--- src/rtl/fetch_unit_if.sv ---
// rtl/fetch_unit_if.sv - Fetch stage bus bundle: RAM instruction port, redirect, decode handshake, fault.
interface fetch_unit_if #(
    parameter int ADDR_W = 14
);
    logic [ADDR_W-1:0] i_addr;
    logic [31:0]       i_data;
    logic              redirect_valid;
    logic [31:0]       redirect_pc;
    logic              inst_valid;
    logic [31:0]       inst;
    logic [31:0]       inst_pc;
    logic              inst_ready;
    logic              fault;
    logic [31:0]       fault_pc;

    modport master (
        output i_addr, inst_valid, inst, inst_pc, fault, fault_pc,
        input  i_data, redirect_valid, redirect_pc, inst_ready
    );

    modport slave (
        input  i_addr, inst_valid, inst, inst_pc, fault, fault_pc,
        output i_data, redirect_valid, redirect_pc, inst_ready
    );
endinterface

--- src/rtl/fetch_unit.sv ---
// rtl/fetch_unit.sv - Instruction fetch: PC, one-cycle RAM read, 2-entry output FIFO, redirect and sticky fault.
module fetch_unit #(
    parameter logic [31:0] RESET_PC = 32'h0000_0000,
    parameter int          ADDR_W   = 14,
    parameter int          DEPTH    = 2
) (
    input  logic         clk,
    input  logic         reset,
    fetch_unit_if.master bus
);
    localparam logic [2:0] L_DEPTH = 3'(DEPTH);

    logic [31:0] r_fetch_pc;
    logic [31:0] r_inflight_pc;
    logic        r_inflight;
    logic        r_fault;
    logic [31:0] r_fault_pc;
    logic [31:0] r_q_pc   [0:1];
    logic [31:0] r_q_inst [0:1];
    logic [1:0]  r_count;

    logic        w_aligned;
    logic        w_in_range;
    logic        w_pop;
    logic        w_redirect;
    logic        w_push;
    logic        w_issue;
    logic        w_fault_set;
    logic [2:0]  w_credit;
    logic        w_wr_idx;

    assign w_aligned   = (r_fetch_pc[1:0] == 2'b00);
    assign w_in_range  = ((r_fetch_pc >> ADDR_W) == 32'd0);
    assign w_pop       = bus.inst_valid && bus.inst_ready;
    assign w_redirect  = bus.redirect_valid && !r_fault;
    assign w_push      = r_inflight && !w_redirect;
    // Slots already promised: buffered words plus the word in flight, less the one leaving now.
    assign w_credit    = {1'b0, r_count} + {2'b00, r_inflight} - {2'b00, w_pop};
    assign w_issue     = !r_fault && !bus.redirect_valid && w_aligned && w_in_range
                         && (w_credit < L_DEPTH);
    assign w_fault_set = !r_fault && !bus.redirect_valid && !(w_aligned && w_in_range);
    assign w_wr_idx    = ((r_count - {1'b0, w_pop}) != 2'd0);

    assign bus.i_addr     = r_fetch_pc[ADDR_W-1:0];
    assign bus.inst_valid = (r_count != 2'd0);
    assign bus.inst       = r_q_inst[0];
    assign bus.inst_pc    = r_q_pc[0];
    assign bus.fault      = r_fault;
    assign bus.fault_pc   = r_fault_pc;

    always_ff @(posedge clk) begin
        if (reset) begin
            r_fetch_pc    <= RESET_PC;
            r_inflight    <= 1'b0;
            r_inflight_pc <= 32'd0;
            r_fault       <= 1'b0;
            r_fault_pc    <= 32'd0;
            r_count       <= 2'd0;
            r_q_pc[0]     <= 32'd0;
            r_q_pc[1]     <= 32'd0;
            r_q_inst[0]   <= 32'd0;
            r_q_inst[1]   <= 32'd0;
        end else begin
            // Slot 0 is always the head; a pop shifts slot 1 down before any push lands.
            if (w_pop) begin
                r_q_pc[0]   <= r_q_pc[1];
                r_q_inst[0] <= r_q_inst[1];
            end
            if (w_push) begin
                r_q_pc[w_wr_idx]   <= r_inflight_pc;
                r_q_inst[w_wr_idx] <= bus.i_data;
            end

            if (w_redirect) begin
                r_count <= 2'd0;
            end else begin
                r_count <= r_count + {1'b0, w_push} - {1'b0, w_pop};
            end

            if (w_redirect) begin
                r_fetch_pc <= bus.redirect_pc;
            end else if (w_issue) begin
                r_fetch_pc <= r_fetch_pc + 32'd4;
            end

            r_inflight <= w_issue;
            if (w_issue) begin
                r_inflight_pc <= r_fetch_pc;
            end

            if (w_fault_set) begin
                r_fault    <= 1'b1;
                r_fault_pc <= r_fetch_pc;
            end
        end
    end
endmodule

--- src/flat_wrapper.sv ---
// flat-port wrapper written by rule: the top's interface ports become plain ports
module fetch_unit_flat 
#(
    parameter logic [31:0] RESET_PC = 32'h0000_0000,
    parameter int          ADDR_W   = 14,
    parameter int          DEPTH    = 2
)
  (clk, reset, bus_i_addr, bus_inst_valid, bus_inst, bus_inst_pc, bus_fault, bus_fault_pc, bus_i_data, bus_redirect_valid, bus_redirect_pc, bus_inst_ready);
  fetch_unit_if #(.ADDR_W(ADDR_W)) bus_i ();
  input  logic clk;
  input  logic reset;
  output wire logic [$bits(bus_i.i_addr)-1:0] bus_i_addr;
  output wire logic [$bits(bus_i.inst_valid)-1:0] bus_inst_valid;
  output wire logic [$bits(bus_i.inst)-1:0] bus_inst;
  output wire logic [$bits(bus_i.inst_pc)-1:0] bus_inst_pc;
  output wire logic [$bits(bus_i.fault)-1:0] bus_fault;
  output wire logic [$bits(bus_i.fault_pc)-1:0] bus_fault_pc;
  input wire logic [$bits(bus_i.i_data)-1:0] bus_i_data;
  input wire logic [$bits(bus_i.redirect_valid)-1:0] bus_redirect_valid;
  input wire logic [$bits(bus_i.redirect_pc)-1:0] bus_redirect_pc;
  input wire logic [$bits(bus_i.inst_ready)-1:0] bus_inst_ready;
  assign bus_i_addr = bus_i.i_addr;
  assign bus_inst_valid = bus_i.inst_valid;
  assign bus_inst = bus_i.inst;
  assign bus_inst_pc = bus_i.inst_pc;
  assign bus_fault = bus_i.fault;
  assign bus_fault_pc = bus_i.fault_pc;
  assign bus_i.i_data = bus_i_data;
  assign bus_i.redirect_valid = bus_redirect_valid;
  assign bus_i.redirect_pc = bus_redirect_pc;
  assign bus_i.inst_ready = bus_inst_ready;
  fetch_unit #(.RESET_PC(RESET_PC), .ADDR_W(ADDR_W), .DEPTH(DEPTH)) u_core (.clk(clk), .reset(reset), .bus(bus_i));
endmodule
--- config.mk ---
export PLATFORM = sky130hd
export DESIGN_NAME = fetch_unit_flat
export DESIGN_NICKNAME = d
export VERILOG_FILES = /design/src/rtl/fetch_unit_if.sv /design/src/rtl/fetch_unit.sv /design/src/flat_wrapper.sv
export SDC_FILE = /design/constraint.sdc
export NUM_CORES = 1
export LEC_CHECK = 0
export ABC_AREA = 1
export CAP_MARGIN = 20
export CORE_ASPECT_RATIO = 1.2
export CORE_UTILIZATION = 54
export CTS_BUF_LIST = sky130_fd_sc_hd__clkbuf_4
export CTS_CLUSTER_DIAMETER = 80
export DETAILED_ROUTE_END_ITERATION = 16
export GPL_TIMING_DRIVEN = 0
export HOLD_SLACK_MARGIN = 0.08
export PLACE_DENSITY_LB_ADDON = 0.12
export RECOVER_POWER = 25
export SKIP_CTS_REPAIR_TIMING = 1
export SYNTH_ARGS = -nofsm -noshare
export SYNTH_HDL_FRONTEND = slang
export SYNTH_SLANG_ARGS = --single-unit
--- constraint.sdc ---
create_clock -name clk -period 3.6 [get_ports clk]
set_input_delay 0.36 -clock clk [delete_from_list [all_inputs] [get_ports clk]]
set_output_delay 0.36 -clock clk [all_outputs]
set_load 0.02 [all_outputs]
==> results of run 1 <==
[per-layer routing]
layer | wire (microns) | GRT usage | up-vias
met4 | 530 | 0.09630 | 0
li1 | - | - | 3726
met2 | 10930 | 0.4369 | 277
met3 | 1557 | 0.06583 | 43
met1 | 8567 | 0.2825 | 3437
met5 | 0 | 0 | -
[flip-flops by register name (all words and copies together) (netlist names)]
| register | flops |
|---|---|
| u_core.r_fetch_pc | 32 |
| u_core.bus.fault_pc | 32 |
| u_core.r_inflight_pc | 32 |
| u_core.bus.fault | 1 |
| u_core.r_inflight | 1 |
| u_core.r_q_inst | 64 |
| u_core.r_count | 2 |
| u_core.r_q_pc | 64 |
[cell type report]
class	count	area, sq um	area share
inverter	110	412.9	0.03417
timing repair buffer	179	1809	0.1497
clock inverter	2	12.51	0.001035
multi-input combinational	555	2636	0.2182
antenna	1	2.502	0.0002071
clock buffer	97	728.2	0.06026
tap	216	270.3	0.02236
sequential	228	5846	0.4837
buffer	78	366.6	0.03034
[logic make-up (layout without fill, tap and decap cells)]
group	Yosys count	count (layout)	synth area share
fa+ha+maj	3	3	0.004849
buf+inv	188	466	0.08757
simple gates	402	402	0.1908
xor+xnor	8	8	0.007544
flops	228	228	0.6294
other cells	0	1	0
compound gates	142	142	0.07989
[tightest hold or removal path, cell delays in order]
cell	delay, ns
clkdlybuf4s50_1	0.39
nand2_1	0.06
a21oi_1	0.06
[cell usage in the layout, fill, tap and decap left out, drive strengths merged, types with 5 or more instances in the layout]
cell type      synthesis  routed
nand4                  6       6
or2                    6       6
nor2                 134     134
o21ai                 80      80
clkbuf                33     141
a21oi                 53      53
edfxtp               128     128
buf                   45      35
xor2                   5       5
dfxtp                100     100
nand2                106     106
inv                  109     109
nand3                146     146
dlygate4sd3            0      17
clkdlybuf4s50          0     161
[power by group through the flow]
stage	Sequential (mW)	Combinational (mW)	Clock (mW)
after floorplan	3.01	0.261	0
after global placement	2.97	0.570	0
after detailed placement	2.97	0.581	0
after CTS	2.91	0.585	2.24
after global routing	2.92	0.618	2.36
final	2.91	0.572	2.19
[metrics by stage]
| step | cells | power [mW] | hold WS [ns] |
|---|---|---|---|
| final | 1466 | 5.668 | 0.2604 |
| after global routing | 1466 | 5.898 | 0.2450 |
| after CTS | 1465 | 5.730 | 0.2154 |
| after detailed placement | 1366 | 3.547 | 0.4471 |
| after global placement | 1365 | 3.540 | 0.4423 |
| after floorplan | 971 | 3.271 | 0.4332 |
[final timing paths]
check	end	slack (ns)	cells after the start	from
worst max-delay path	u_core.r_q_inst[1][2]	0.72	8	u_core.r_count[1]
worst min-delay path	u_core.r_fetch_pc[21]	0.26	3	bus_redirect_pc[21]
worst max register to register	u_core.r_q_inst[1][2]	0.72	8	u_core.r_count[1]
worst min register to register	u_core.r_inflight_pc[18]	0.45	2	u_core.r_inflight_pc[18]
==> flow_summary.toml, run 1 <==
[global_route]
gr-usage-all-layers = 0.2478
grt_pass1_vias = 7212
grt.overflow.total = 0
grt_pass1_wl_mm = 34.67
grt_max_degree = 65
antenna_found_initial = 1

[final_layout]
num-nets-final = 1278
finalInstanceArea_sq_um = 12080
fillers = 1326
drive_above_1_share = 0.1129
post-route-util = 0.7171
synthToLayoutAreaGrowth_pct = 30.11

[power_and_ir_drop]
power_switching_mw = 1.374
power_leakage_nw = 4.819
swShare = 0.2424
p_int_mw = 4.294
power_density_nw_per_um2 = 469.1
peakVddDrop_v = 0.0002605
seqPwrFrac = 0.513
comb_power_share = 0.101
p_clk_frac = 0.386

[placement]
portBuffers = 178
place_ws_ns = 0.6402
routabilityCongestion = 0.8318
dpl.hpwl_mm = 14.67
placed_cell_area_sq_um = 11390

[cts]
cts_sinks = 228
cts-buffers-inserted = 55
clock_latency_ns = 0.67
cts_tree = "done"
htree_levels = 2
cts.path.max_buffers = 3
clk_pin_slew_worst_paths_ns = 0.06
cts-root-buf = "clkbuf_4"

[floorplan]
row_count = 52
core_sq_um = 16850
pin_count = 180
die_h_microns = 145.7
initial_core_util = 0.5512
die_x_microns = 121.7
dieArea_sq_um = 17730

[synth]
yosys.area.top_type = "edfxtp_1"
ys_ff_latch = 228
ys.flop_type = "edfxtp_1"
synth.avg_cell_area_sq_um = 9.565
yosysUniqueCellTypes = 32
yosys-top-cells-count = "nand3_1, nor2_1, edfxtp_1"
synth_area_sq_um = 9288
synth_edf_count = 128
yosys_warnings = 0
yosysMostFrequentCell = "nand3_1"
netlist.area_leader.share = 0.4138
ys_seq_area_frac = 0.6294
synth_area_leaders = "edfxtp_1, dfxtp_1, nand3_1"
async_reset_ff_frac = 0
syn_nets = 1042
netlist_instances = 971

[critical_path]
cp-end-kind = "flip-flop"
path_max_fanout = 64
worstSetupPathType = "flip-flop to flip-flop"
cpMostUsedCell = "nand2_1"
worstPathRequired_ns = 3.79
path_delay_family = "simple AND/OR/NAND/NOR gates"
critPathLaunchType = "flip-flop"
cp_slowest_stage_delay_ns = 0.48
worst-path-buf-inv = 3
cp_slowest_cell = "nand2_4"
arrival_ns = 3.07
path_cells = "inv_1, nand2_1, nand2_1, a21oi_1, nand3b_1, clkbuf_1, buf_2, nand2_4"

[routing]
drc = 0
wl_mm = 21.58
wl_per_cell_microns = 14.72
ant_nets = 0
num_vias = 7483
firstDrtPassIters = 5
via_per_inst = 5.104
dr.first_iter.drc_count = 367

[sta]
finClkSkew_ns = 0.02798
fin_crit_sh = 0.7993
worst_slack_ns = 0.7226
worst_pin_slew_ns = 0.8798
slew_headroom = 0.4135
fin_tns_setup_ns = 0
drv_slew = 0
hold_viol_final = 0
clock.fmax_mhz = 347.5
grt_setup_unrepaired = "false"
fin_crit_ns = 2.877
setup_viol = 0

[flow_run]
drv_cap = 0

[run_status]
status = "complete, no violations"

[worst_hold_path]
holdCritPathClass = "input pin to flip-flop"
No activity file was read; power rests on OpenSTA's default activity.
==> run 2, diff against run 1 <==
--- a/config.mk
+++ b/config.mk
@@ -8,7 +8,7 @@
 export ABC_AREA = 1
 export CAP_MARGIN = 20
 export CORE_ASPECT_RATIO = 1.2
-export CORE_UTILIZATION = 54
+export CORE_UTILIZATION = 48
 export CTS_BUF_LIST = sky130_fd_sc_hd__clkbuf_4
 export CTS_CLUSTER_DIAMETER = 80
 export DETAILED_ROUTE_END_ITERATION = 16
==> constraint.sdc (replaced) <==
create_clock -name clk -period 2.5 [get_ports clk]
set_input_delay 0.25 -clock clk [delete_from_list [all_inputs] [get_ports clk]]
set_output_delay 0.25 -clock clk [all_outputs]
set_load 0.02 [all_outputs]
==> run 2 against run 1 <==
Net effect: final cell count grew 2.7%; total power up 41%; maximum frequency is 25% higher; sequential cell count unchanged; first-iteration DRC count down 32%; critical path depth is 6 higher; register-to-register slack worse by 0.53 ns; die area up 12%; critical path type unchanged; clock power grew 36%; wire length decreased by 1.4%; core utilization decreased by 7.3 points; non-clock buffer count is 1 higher.
==> flow_summary.toml, run 2 (synthesis gave the netlist of run 1 again) <==
[run_status]
status = "complete, no violations"

[final_layout]
reg_top3 = "u_core.r_q_inst (64), u_core.r_q_pc (64)"
drive_above_1_share = 0.1194
num-nets-final = 1278
synthToLayoutAreaGrowth_pct = 31.19
final_common_cell = "clkdlybuf4s50_1"
post-route-util = 0.6438
layout_common_cells = "clkdlybuf4s50_1, nand3_1, nor2_1, edfxtp_1, inv_1"
fillers = 1615

[critical_path]
worstPathRequired_ns = 3.03
path_max_fanout = 10
arrival_ns = 2.84
critPathLaunchType = "flip-flop"
worstSetupPathType = "flip-flop to flip-flop"
cp-end-kind = "flip-flop"

[global_route]
antenna_found_initial = 1
grt_max_degree = 65
grt.overflow.total = 0
grt_pass1_vias = 6916
gr-usage-all-layers = 0.2150
grt_pass1_wl_mm = 33.53

[routing]
wl_met3_mm = 1.433
ant_nets = 0
highest_layer = "met4"
wl_per_cell_microns = 14.14
met1_length_mm = 8.783
dr.first_iter.drc_count = 251
drc = 0
met2_length_mm = 10.75
num_vias = 7247
via_per_inst = 4.815
firstDrtPassIters = 5
wl_mm = 21.28

[power_and_ir_drop]
peakVddDrop_v = 0.0003591
power_density_nw_per_um2 = 657.3
power_leakage_nw = 4.782

[sta]
setup_viol = 0
fin_crit_ns = 2.303
hold_viol_final = 0
worst_pin_slew_ns = 0.8055
clock.fmax_mhz = 434.2
slew_headroom = 0.4630
drv_slew = 0
fin_crit_sh = 0.9211
finClkSkew_ns = 0.04469
whs_ns = 0.1864

[floorplan]
initial_core_util = 0.4908
row_count = 55
pin_count = 180
die_x_microns = 129.0
core_sq_um = 18920
dieArea_sq_um = 19910
die_h_microns = 154.4

[cts]
cts-root-buf = "clkbuf_4"
cts_tree = "done"
htree_levels = 2
cts-buffers-inserted = 53
cts.path.max_buffers = 3
clk_pin_slew_worst_paths_ns = 0.07
clock_latency_ns = 0.65
cts_sinks = 228

[placement]
routabilityCongestion = 0.8755
portBuffers = 178
dpl.hpwl_mm = 14.76

[flow_run]
drv_cap = 0

[worst_hold_path]
holdCritPathClass = "input pin to flip-flop"
==> run 2: cell count changes in the layout (fill, tap and decap cells not counted), moves of 5 or more <==
| cell | change |
|---|---|
| clkbuf_4 | -23 |
| clkinv_1 | +18 |
| clkbuf_1 | -17 |
| clkdlybuf4s50_1 | +17 |
| dlygate4sd3_1 | -17 |
| buf_2 | +7 |
| o21ai_0 | -7 |
| o21ai_1 | +7 |
| nand2_1 | -5 |
==> run 2: power breakdown <==
group	leakage, nW	switching [mW]	total (mW)	internal (mW)
clock	0.405	1.40	2.98	1.58
sequential	2.13	0.0942	4.19	4.10
combinational	2.25	0.458	0.835	0.377
==> run 2: path summary, 6_finish.rpt <==
path         cells past startpoint                     start                       end  slack, ns
max                             14         u_core.r_count[1]  u_core.r_inflight_pc[19]       0.20
min                              3                     reset         u_core.r_inflight       0.19
max reg2reg                     14         u_core.r_count[1]  u_core.r_inflight_pc[19]       0.20
min reg2reg                      2  u_core.r_inflight_pc[17]  u_core.r_inflight_pc[17]       0.46
==> run 2: critical path: stages, from the launching register on <==
cell and delay (ns):
dfxtp_2 0.35, inv_2 0.07, nand2_2 0.07, nand2_4 0.10
inv_1 0.06, nor2_1 0.08, o21ai_0 0.10, fa_1 0.50
nand2_1 0.06, a21oi_2 0.18, nand3_4 0.14, buf_6 0.18
buf_2 0.18, nand3_1 0.09, inv_1 0.05
==> run 2: metrics by stage <==
step	total power, mW	TNS (ns)	area, sq um	cells	setup WS [ns]
finish	8.009	0	12180	1505	0.1971
global route	8.370	-0.004546	12180	1505	-0.004546
floorplan	4.706	0	9303	971	0.01831
CTS	8.086	-15.41	12100	1501	-0.1999
global placement	5.095	-109.42	11400	1405	-0.8827
detailed placement	5.102	-77.92	11410	1405	-0.6167
==> run 2: layer usage <==
layer	global-route usage	vias to the layer above
met3	0.05534	28
met1	0.2475	3272
met2	0.3884	223
met4	0.06331	0
met5	0	-
li1	-	3724
==> run 2: cell type report <==
type | count | area (sq um) | area share
Sequential cell | 228 | 5847 | 0.4799
Multi-Input combinational cell | 556 | 2698 | 0.2214
Timing Repair Buffer | 180 | 1797 | 0.1475
Clock buffer | 74 | 555.5 | 0.04559
Buffer | 78 | 414.1 | 0.03399
Inverter | 110 | 412.9 | 0.03389
Tap cell | 256 | 320.3 | 0.02629
Clock inverter | 22 | 137.6 | 0.01130
Antenna cell | 1 | 2.502 | 0.0002054
==> run 3, diff against run 2 <==
--- a/config.mk
+++ b/config.mk
@@ -6,7 +6,6 @@
 export NUM_CORES = 1
 export LEC_CHECK = 0
 export ABC_AREA = 1
-export CAP_MARGIN = 20
 export CORE_ASPECT_RATIO = 1.2
 export CORE_UTILIZATION = 48
 export CTS_BUF_LIST = sky130_fd_sc_hd__clkbuf_4
==> results of run 3 <==
Final layout, timing and power as in run 2 (identical DEF).
